**src/rtl/ctrl_pkg.sv**
```systemverilog
// Shared types and encodings for the multi-cycle RV32I control path:
// FSM states, opcode values, instruction classes and datapath select codes.
package ctrl_pkg;

  typedef enum logic [3:0] {
    IDLE, FETCH, DECODE, EXEC, ADDR, MEM, WB, BR, JUMP, TRAP
  } state_t;

  // ILLEGAL is first so a cleared class register reads as "no valid class".
  typedef enum logic [3:0] {
    CLS_ILLEGAL, CLS_LOAD, CLS_STORE, CLS_OPIMM, CLS_OP,
    CLS_LUI, CLS_AUIPC, CLS_BRANCH, CLS_JALR, CLS_JAL
  } op_class_t;

  localparam logic [6:0] OPC_LOAD   = 7'd3;
  localparam logic [6:0] OPC_STORE  = 7'd35;
  localparam logic [6:0] OPC_OPIMM  = 7'd19;
  localparam logic [6:0] OPC_OP     = 7'd51;
  localparam logic [6:0] OPC_LUI    = 7'd55;
  localparam logic [6:0] OPC_AUIPC  = 7'd23;
  localparam logic [6:0] OPC_BRANCH = 7'd99;
  localparam logic [6:0] OPC_JALR   = 7'd103;
  localparam logic [6:0] OPC_JAL    = 7'd111;

  localparam logic [1:0] PC_SRC_PLUS4 = 2'd0;
  localparam logic [1:0] PC_SRC_IMM   = 2'd1;
  localparam logic [1:0] PC_SRC_ALU   = 2'd2;

  localparam logic [1:0] WB_SEL_ALU = 2'd0;
  localparam logic [1:0] WB_SEL_MEM = 2'd1;
  localparam logic [1:0] WB_SEL_PC4 = 2'd2;
  localparam logic [1:0] WB_SEL_IMM = 2'd3;

  localparam logic [1:0] ALU_A_RS1  = 2'd0;
  localparam logic [1:0] ALU_A_PC   = 2'd1;
  localparam logic [1:0] ALU_A_ZERO = 2'd2;

  localparam logic ALU_B_RS2 = 1'b0;
  localparam logic ALU_B_IMM = 1'b1;

  localparam logic [1:0] ALU_CLS_ADD   = 2'd0;
  localparam logic [1:0] ALU_CLS_FUNCT = 2'd1;
  localparam logic [1:0] ALU_CLS_CMP   = 2'd2;

endpackage

```
**src/rtl/op_classify.sv**
```systemverilog
// Combinational RV32I major-opcode classifier; unknown opcodes map to ILLEGAL.
module op_classify
  import ctrl_pkg::*;
(
  input  logic [6:0] opcode,
  output op_class_t  op_class
);

  always_comb begin
    case (opcode)
      OPC_LOAD:   op_class = CLS_LOAD;
      OPC_STORE:  op_class = CLS_STORE;
      OPC_OPIMM:  op_class = CLS_OPIMM;
      OPC_OP:     op_class = CLS_OP;
      OPC_LUI:    op_class = CLS_LUI;
      OPC_AUIPC:  op_class = CLS_AUIPC;
      OPC_BRANCH: op_class = CLS_BRANCH;
      OPC_JALR:   op_class = CLS_JALR;
      OPC_JAL:    op_class = CLS_JAL;
      default:    op_class = CLS_ILLEGAL;
    endcase
  end

endmodule

```
**src/rtl/multicycle_ctrl.sv**
```systemverilog
// Main control FSM of the multi-cycle RV32I core (Moore outputs, memory watchdog).
// Optional ILLEGAL_OP_TRAP_EN: illegal opcodes lock into TRAP and raise trap; otherwise they retire as NOPs.
module multicycle_ctrl
  import ctrl_pkg::*;
#(
  parameter int MEM_WAIT_MAX = 16,
  parameter int WDOG_W       = 5
) (
  input  logic       clk,
  input  logic       rst_n,
  input  logic [6:0] opcode,
  input  logic       branch_taken,
  input  logic       mem_ready,
  output logic       mem_req,
  output logic       mem_we,
  output logic       mem_addr_sel,
  output logic       ir_we,
  output logic       pc_we,
  output logic [1:0] pc_src,
  output logic       reg_we,
  output logic [1:0] wb_sel,
  output logic [1:0] alu_a_sel,
  output logic       alu_b_sel,
  output logic [1:0] alu_op_cls,
  output logic       instr_retired,
  output logic       mem_err,
`ifdef ILLEGAL_OP_TRAP_EN
  output logic       trap,
`endif
  output logic [3:0] state_o
);

  state_t            state, state_next;
  op_class_t         op_cls, dec_cls;
  logic [WDOG_W-1:0] wdog, wdog_next;
  logic              mem_wait, wdog_abort;

  op_classify u_op_classify (
    .opcode   (opcode),
    .op_class (dec_cls)
  );

  // FETCH and MEM are the only states that drive mem_req.
  assign mem_wait   = ((state == FETCH) || (state == MEM)) && !mem_ready;
  assign wdog_abort = mem_wait && (wdog == WDOG_W'(MEM_WAIT_MAX - 1));
  assign wdog_next  = (mem_wait && !wdog_abort) ? wdog + WDOG_W'(1) : '0;
  assign state_o    = state;

  // NOTE: state uses non-blocking assignments so every register samples pre-edge values.
  always_ff @(posedge clk or negedge rst_n) begin
    if (!rst_n) begin
      state  <= IDLE;
      op_cls <= CLS_ILLEGAL;
      wdog   <= '0;
    end else begin
      state <= state_next;
      wdog  <= wdog_next;
      if (state == DECODE) op_cls <= dec_cls;
    end
  end

  always_comb begin
    // NOTE: every output gets a default first so no path through the case infers a latch.
    state_next    = state;
    mem_req       = 1'b0;
    mem_we        = 1'b0;
    mem_addr_sel  = 1'b0;
    ir_we         = 1'b0;
    pc_we         = 1'b0;
    pc_src        = PC_SRC_PLUS4;
    reg_we        = 1'b0;
    wb_sel        = WB_SEL_ALU;
    alu_a_sel     = ALU_A_RS1;
    alu_b_sel     = ALU_B_RS2;
    alu_op_cls    = ALU_CLS_ADD;
    instr_retired = 1'b0;
    mem_err       = 1'b0;
`ifdef ILLEGAL_OP_TRAP_EN
    trap          = 1'b0;
`endif
    case (state)
      IDLE: state_next = FETCH;
      FETCH: begin
        mem_req = 1'b1;
        if (mem_ready) begin
          ir_we      = 1'b1;
          state_next = DECODE;
        end else if (wdog_abort) begin
          mem_err = 1'b1;
        end
      end
      DECODE: begin
        case (dec_cls)
          CLS_LOAD, CLS_STORE:                       state_next = ADDR;
          CLS_OP, CLS_OPIMM, CLS_LUI, CLS_AUIPC:     state_next = EXEC;
          CLS_BRANCH:                                state_next = BR;
          CLS_JAL, CLS_JALR:                         state_next = JUMP;
`ifdef ILLEGAL_OP_TRAP_EN
          default:                                   state_next = TRAP;
`else
          default:                                   state_next = WB;
`endif
        endcase
      end
      EXEC: begin
        case (op_cls)
          CLS_OP:    alu_op_cls = ALU_CLS_FUNCT;
          CLS_OPIMM: begin
            alu_b_sel  = ALU_B_IMM;
            alu_op_cls = ALU_CLS_FUNCT;
          end
          CLS_AUIPC: begin
            alu_a_sel = ALU_A_PC;
            alu_b_sel = ALU_B_IMM;
          end
          default: ;
        endcase
        state_next = WB;
      end
      ADDR: begin
        alu_b_sel  = ALU_B_IMM;
        state_next = MEM;
      end
      MEM: begin
        mem_req      = 1'b1;
        mem_addr_sel = 1'b1;
        mem_we       = (op_cls == CLS_STORE);
        if (mem_ready) begin
          if (op_cls == CLS_STORE) begin
            pc_we         = 1'b1;
            instr_retired = 1'b1;
            state_next    = FETCH;
          end else begin
            state_next = WB;
          end
        end else if (wdog_abort) begin
          mem_err    = 1'b1;
          state_next = FETCH;
        end
      end
      WB: begin
        // An illegal opcode reaching WB is a NOP: it advances PC but writes nothing.
        reg_we        = (op_cls != CLS_ILLEGAL);
        wb_sel        = (op_cls == CLS_LOAD) ? WB_SEL_MEM :
                        (op_cls == CLS_LUI)  ? WB_SEL_IMM : WB_SEL_ALU;
        pc_we         = 1'b1;
        instr_retired = 1'b1;
        state_next    = FETCH;
      end
      BR: begin
        alu_op_cls    = ALU_CLS_CMP;
        pc_we         = 1'b1;
        pc_src        = branch_taken ? PC_SRC_IMM : PC_SRC_PLUS4;
        instr_retired = 1'b1;
        state_next    = FETCH;
      end
      JUMP: begin
        reg_we        = 1'b1;
        wb_sel        = WB_SEL_PC4;
        pc_we         = 1'b1;
        pc_src        = (op_cls == CLS_JAL) ? PC_SRC_IMM : PC_SRC_ALU;
        instr_retired = 1'b1;
        state_next    = FETCH;
      end
      TRAP: begin
`ifdef ILLEGAL_OP_TRAP_EN
        trap = 1'b1;
`endif
      end
      default: state_next = IDLE;
    endcase
  end

endmodule

```
**config.mk**
```make
export PLATFORM = sky130hd
export DESIGN_NAME = multicycle_ctrl
export DESIGN_NICKNAME = d
export VERILOG_FILES = /design/src/rtl/ctrl_pkg.sv /design/src/rtl/op_classify.sv /design/src/rtl/multicycle_ctrl.sv
export SDC_FILE = /design/constraint.sdc
export NUM_CORES = 1
export LEC_CHECK = 0
export ABC_AREA = 1
export BUFFER_PORTS_ARGS = -buffer_cell sky130_fd_sc_hd__buf_2
export CORE_MARGIN = 8
export CORE_UTILIZATION = 54
export DETAILED_ROUTE_END_ITERATION = 8
export PLACE_DENSITY = 0.84
export SLEW_MARGIN = 40
export SYNTH_ARGS = -nofsm -noshare
export SYNTH_HDL_FRONTEND = slang
export SYNTH_SLANG_ARGS = --single-unit
```
**constraint.sdc**
```tcl
create_clock -name clk -period 2.65 [get_ports clk]
set_clock_uncertainty 0.05 [all_clocks]
set_input_delay 0.53 -clock clk [delete_from_list [all_inputs] [get_ports clk]]
set_output_delay 0.53 -clock clk [all_outputs]
set_load 0.02 [all_outputs]
```
# Word level (Yosys, flattened, before mapping)
# Memory sizes are Yosys's and may differ from the RTL's.
# Index checks and enable logic that the tools add are counted.
# word_totals
ff_bits,13
mem_bits_ro,64
inputBits,11
mem_count,1
output_inout_bits,21
wordCells,79
# mem_list
memory,words,word_bits,read_ports,rd_clocked_by_memory_dff,wr,line,source
(no name shown),16,4,1,0,0,multicycle_ctrl.sv:93,case (dec_cls)
# op_classes
mux,31
addsub,1
bitwise_logic,1
eq_ne,28
n_reduce_logical,14
# ops
op,n
one-hot mux 4 bit (9 select lines),1
equality test 4 x 3 -> 1 bit (second input constant),7
one-hot mux 4 bit (7 select lines),1
equality test 7 x 6 -> 1 bit (second input constant),3
equality test 7 bit (second input constant),3
equality test 4 x 2 -> 1 bit (second input constant),4
2-to-1 mux 1 bit,15
equality test 7 x 5 -> 1 bit (second input constant),2
equality test 4 bit (second input constant),3
2-to-1 mux 4 bit,3
one-hot mux 2 bit (2 select lines),3
equality test 4 x 1 -> 1 bit (second input constant),2
equality test 7 x 2 -> 1 bit (second input constant),1
2-to-1 mux 2 bit,3
one-hot mux 1 bit (2 select lines),3
OR reduction 2 bit,3
adder 5 x 1 -> 5 bit (second input constant),1
equality test 5 x 4 -> 1 bit (second input constant),1
2-to-1 mux 5 bit,1
logical NOT 4 bit,1
nonzero test 4 bit,1
OR reduction 4 bit,1
logical AND 1 bit,3
2-to-1 mux 3 bit,1
other kinds (7),8

# Depth between registers and ports, before layout
# depth
word_depth,7
ltp_mapped,11
ltp_nobuf,11

# Cells and area by module
# A second synthesis with hierarchy kept.
# unflattened
hier_cells,164
area_unflattened_um2,1064.8
# modules_own_cells
mod,cells_each,n_inst,seq_area_each_um2,area_each_um2
multicycle_ctrl,132,1,325.3,918.4
op_classify,32,1,0.0,146.4

# Worst setup path before layout
# No wires, ideal clock.
# synth_timing
kind,reg2out
from,register state[3] (netlist: state_o[3])
to,output port pc_we
n_path_buf,1
slack_ns,0.455
path_stages_with_launch,7
required_time_ns,2.070
arrival_ns,1.615
path_cell_list,dfrtp_1 nor2_4 nand2_2 nor2_1 nand2_1 nand3_1 buf_4
# synth_between
elab_chain_cells,3
word_cells_on_any_way,6
classes_between,eq/ne: 4; mux: 1; reduce/logical: 1
# synth_rtl
item,line,source
from (decl),multicycle_ctrl.sv:33,"state_t state, state_next;"
from (signal assigned),multicycle_ctrl.sv:56,state <= state_next;
equality test 4 bit or equality test 4 x 3 -> 1 bit (tied branches),n/a,
OR reduction 3 bit (no line),n/a,
one-hot mux 1 bit (2 select lines) (*),n/a,
to (decl),multicycle_ctrl.sv:18,"output logic pc_we,"
# Every way passes the cells marked *; elsewhere a longest branch is shown, timed or not.

# Worst setup path after layout
# layout_timing
from,register state[3] (netlist: state_o[3])
to,output port alu_b_sel
# layout_between
elab_chain_cells,2
word_cells_on_any_way,3
classes_between,eq/ne: 2; mux: 1
# layout_rtl
item,line,source
equality test 4 x 3 -> 1 bit or equality test 4 x 2 -> 1 bit (tied branches),multicycle_ctrl.sv:81,case (state)
one-hot mux 1 bit (2 select lines) (*),multicycle_ctrl.sv:81,
to (decl),multicycle_ctrl.sv:23,"output logic alu_b_sel,"
# Marks and branches as above.

==> flow_summary.toml <==
[worst_setup_path]
cp_data_required_time_ps = 2070
worst_ep_arrival_time_ps = 1700
cell_with_the_largest_stage_delay_on_the_worst_path = "dfrtp_1"
path_max_fanout = 8
worst_path_largest_cell_delay_ps = 510
worst_setup_path_end_kind = "output pin"
timing.critical_path.from_type = "flop"
timing_worst_setup_path_type = "flop to output pin"
critical_path.cell_chain = "nor2_2 > nand3_1 > nor2_1 > a21oi_1 > o21ai_0 > buf_2"

[sta]
final.setup.tns_ps = 0
fin_worst_hold_slack_ps = 71.5
finalSetupViolCount = 0
fmax_mhz = 439
final.period_utilization_pct = 86.0
hold_viol_final = 0
fin_crit_ps = 2280
final_slew_viol_count = 0
grt_setup_unrepaired = "false"

[synthesis]
synth.cell_area_mm2 = 0.00103
ys_seq_area_share_pct = 31.4
mappedNetlistNets = 169
synthesis.yosys.warnings = 0
post_synth_edffs = 0
postSynth.asyncResetShare_pct = 100
synth.distinct_cells = 23
syn_inst = 154
synth.top_cells.by_area = "dfrtp_1, nand2_1, inv_1, nor2_1, nand3_1"
synth_top_cell_area_share_pct = 31.4
synth_ff_type = "dfrtp_1"
syn_avg_cell_area_um2 = 6.72
yosysTopAreaCell = "dfrtp_1"
ys_seq_elements = 13

[floorplan]
floorplan.initialDensity_pct = 55.0
io_pins = 32
die_area_mm2 = 0.00357
die_y_um = 59.8
floorplan.rows = 16
floorplan.core_area_mm2 = 0.00188
horizontal_die_dimension_um = 59.8

[detailed_routing]
dr_total_vias = 1070
firstDrtPassIters = 4
drc_errors = 0
drtAntennaViolNets = 0
vias_per_cell = 5.02
iter_0_drt_violations = 30
finalWirelength_um = 2480
routedWlPerCell_um = 11.6

[global_routing]
track_usage_pct = 15.4
grt_start_max_net_pins = 14
grt_use_met3_pct = 4.09
first_global_vias = 1022
grt_pass1_wl_um = 4240
global_routing_usage_on_met1_pct = 15.4
met2_usage_pct = 27.2
globalRoute.busiestLayer = "met2"
grt_antenna_before_repair = 0
gr-total-overflow = 0

[clock_network]
insertion_delay_ps = 270
numClockSinks = 13
quantity_of_hold_fixing_buffers_added_after_cts = 0
ctsHtreeMaxLevel = 1
clk_transition_reported_paths_ps = 70
clk_root_buffer_cell = "clkbuf_4"
post-cts-setup-buffers = 0
tritoncts = "yes"
numCtsBuffers = 3
clk_path_buf_depth = 2
cts_resized = 0

[final_layout]
layout.area.seq_um2 = 325
mostFrequentLayoutCell = "buf_2"
final.fill_count = 176
area_added_between_synthesis_and_finish_pct = 18.9
nNetsFinal = 202
multi_input_logic_area_um2 = 586
n_antenna_cell = 0
commonest_cells_after_routing_fill_and_taps_aside = "buf_2, nand2_1, inv_1"
layout-drive-gt1-share_pct = 29.0

[flow_run]
maxCapViolCount = 0

[power_and_ir_drop]
power_leakage_nw = 0.683
power_density_over_the_cells_mw_per_mm2 = 824
ir_drop_v = 0.000316

[placed_design]
place_congestion = 0.874
buffer_ports.inserted = 30
dpl.hpwl_um = 2110

[min_path]
hold_class = "primary input to asynchronous set/reset pin"

[run_status]
outcome = "finished clean"
power by group:
part	internal [mW]	switching [mW]
sequential	0.254	0.0721
clock	0.0583	0.0588
combinational	0.176	0.395
critical path: cells and delay by family, from the launching register on:
family,cells,cell delay (ps)
DFF,1,510
AOI/OAI and AO/OA,2,130
and+or+nand+nor,3,600
buffers and inverters,1,190
cells by family after synthesis:
kind of cell	count (synthesis)	share of synthesized area [%]
xor+xnor	1	0.847
flops	13	31.4
buf+inv	31	12.0
fa+ha+maj	4	4.84
other cells	1	0.362
compound gates	21	10.6
simple gates	83	39.9
Yosys cell counts, types with 4 or more instances:
master,instances
nand2_1,28
inv_1,23
nor2_1,20
dfrtp_1,13
nand3_1,11
o21ai_0,9
a21oi_1,8
inv_2,6
nor3_1,6
ha_1,4
nand2_2,4
nor2_2,4
metal layers:
layer / vias up / share of wire (%)
met5: - / 0
met3: 7 / 7.5
met2: 36 / 47
met1: 475 / 43
li1: 552 / -
met4: 0 / 2.7
final timing paths:
path | cells past startpoint | to | slack, ps | start
worst min-delay path | 1 | state_o[2]$_DFFE_PN0P_ | 70 | rst_n
worst max-delay path | 6 | alu_b_sel | 370 | state_o[3]$_DFFE_PN0P_
worst min register to register | 1 | wdog[0]$_DFF_PN0_ | 420 | wdog[0]$_DFF_PN0_
max in group asynchronous | 1 | wdog[2]$_DFF_PN0_ | 2260 | rst_n
min in group clk | 1 | wdog[0]$_DFF_PN0_ | 420 | wdog[0]$_DFF_PN0_
worst max register to register | 7 | state_o[1]$_DFFE_PN0P_ | 1120 | wdog[0]$_DFF_PN0_
per-stage QoR:
step	setup slack, ps	utilization [%]	area (um^2)	total power [mW]	std cells
after floorplan	455	-	1030	0.737	154
after global placement	704	64.0	1200	0.867	209
after detailed placement	681	64.0	1200	0.892	209
after CTS	387	65.4	1230	1.01	213
after global routing	212	65.4	1230	1.10	213
final	372	65.4	1230	1.01	213
layout make-up:
| type | count | share of cell area (%) |
|---|---|---|
| multi-input cells | 110 | 47.6 |
| repair buffers | 30 | 12.2 |
| inverters | 29 | 8.85 |
| flip-flops and latches | 13 | 26.4 |
| clock buffers | 4 | 2.14 |
| well taps | 27 | 2.75 |
flip-flops by register name (all words and copies together), names as in the netlist:
name,flops
state_o,4
wdog,5
op_cls,4
No activity file was read; power rests on OpenSTA's default activity.
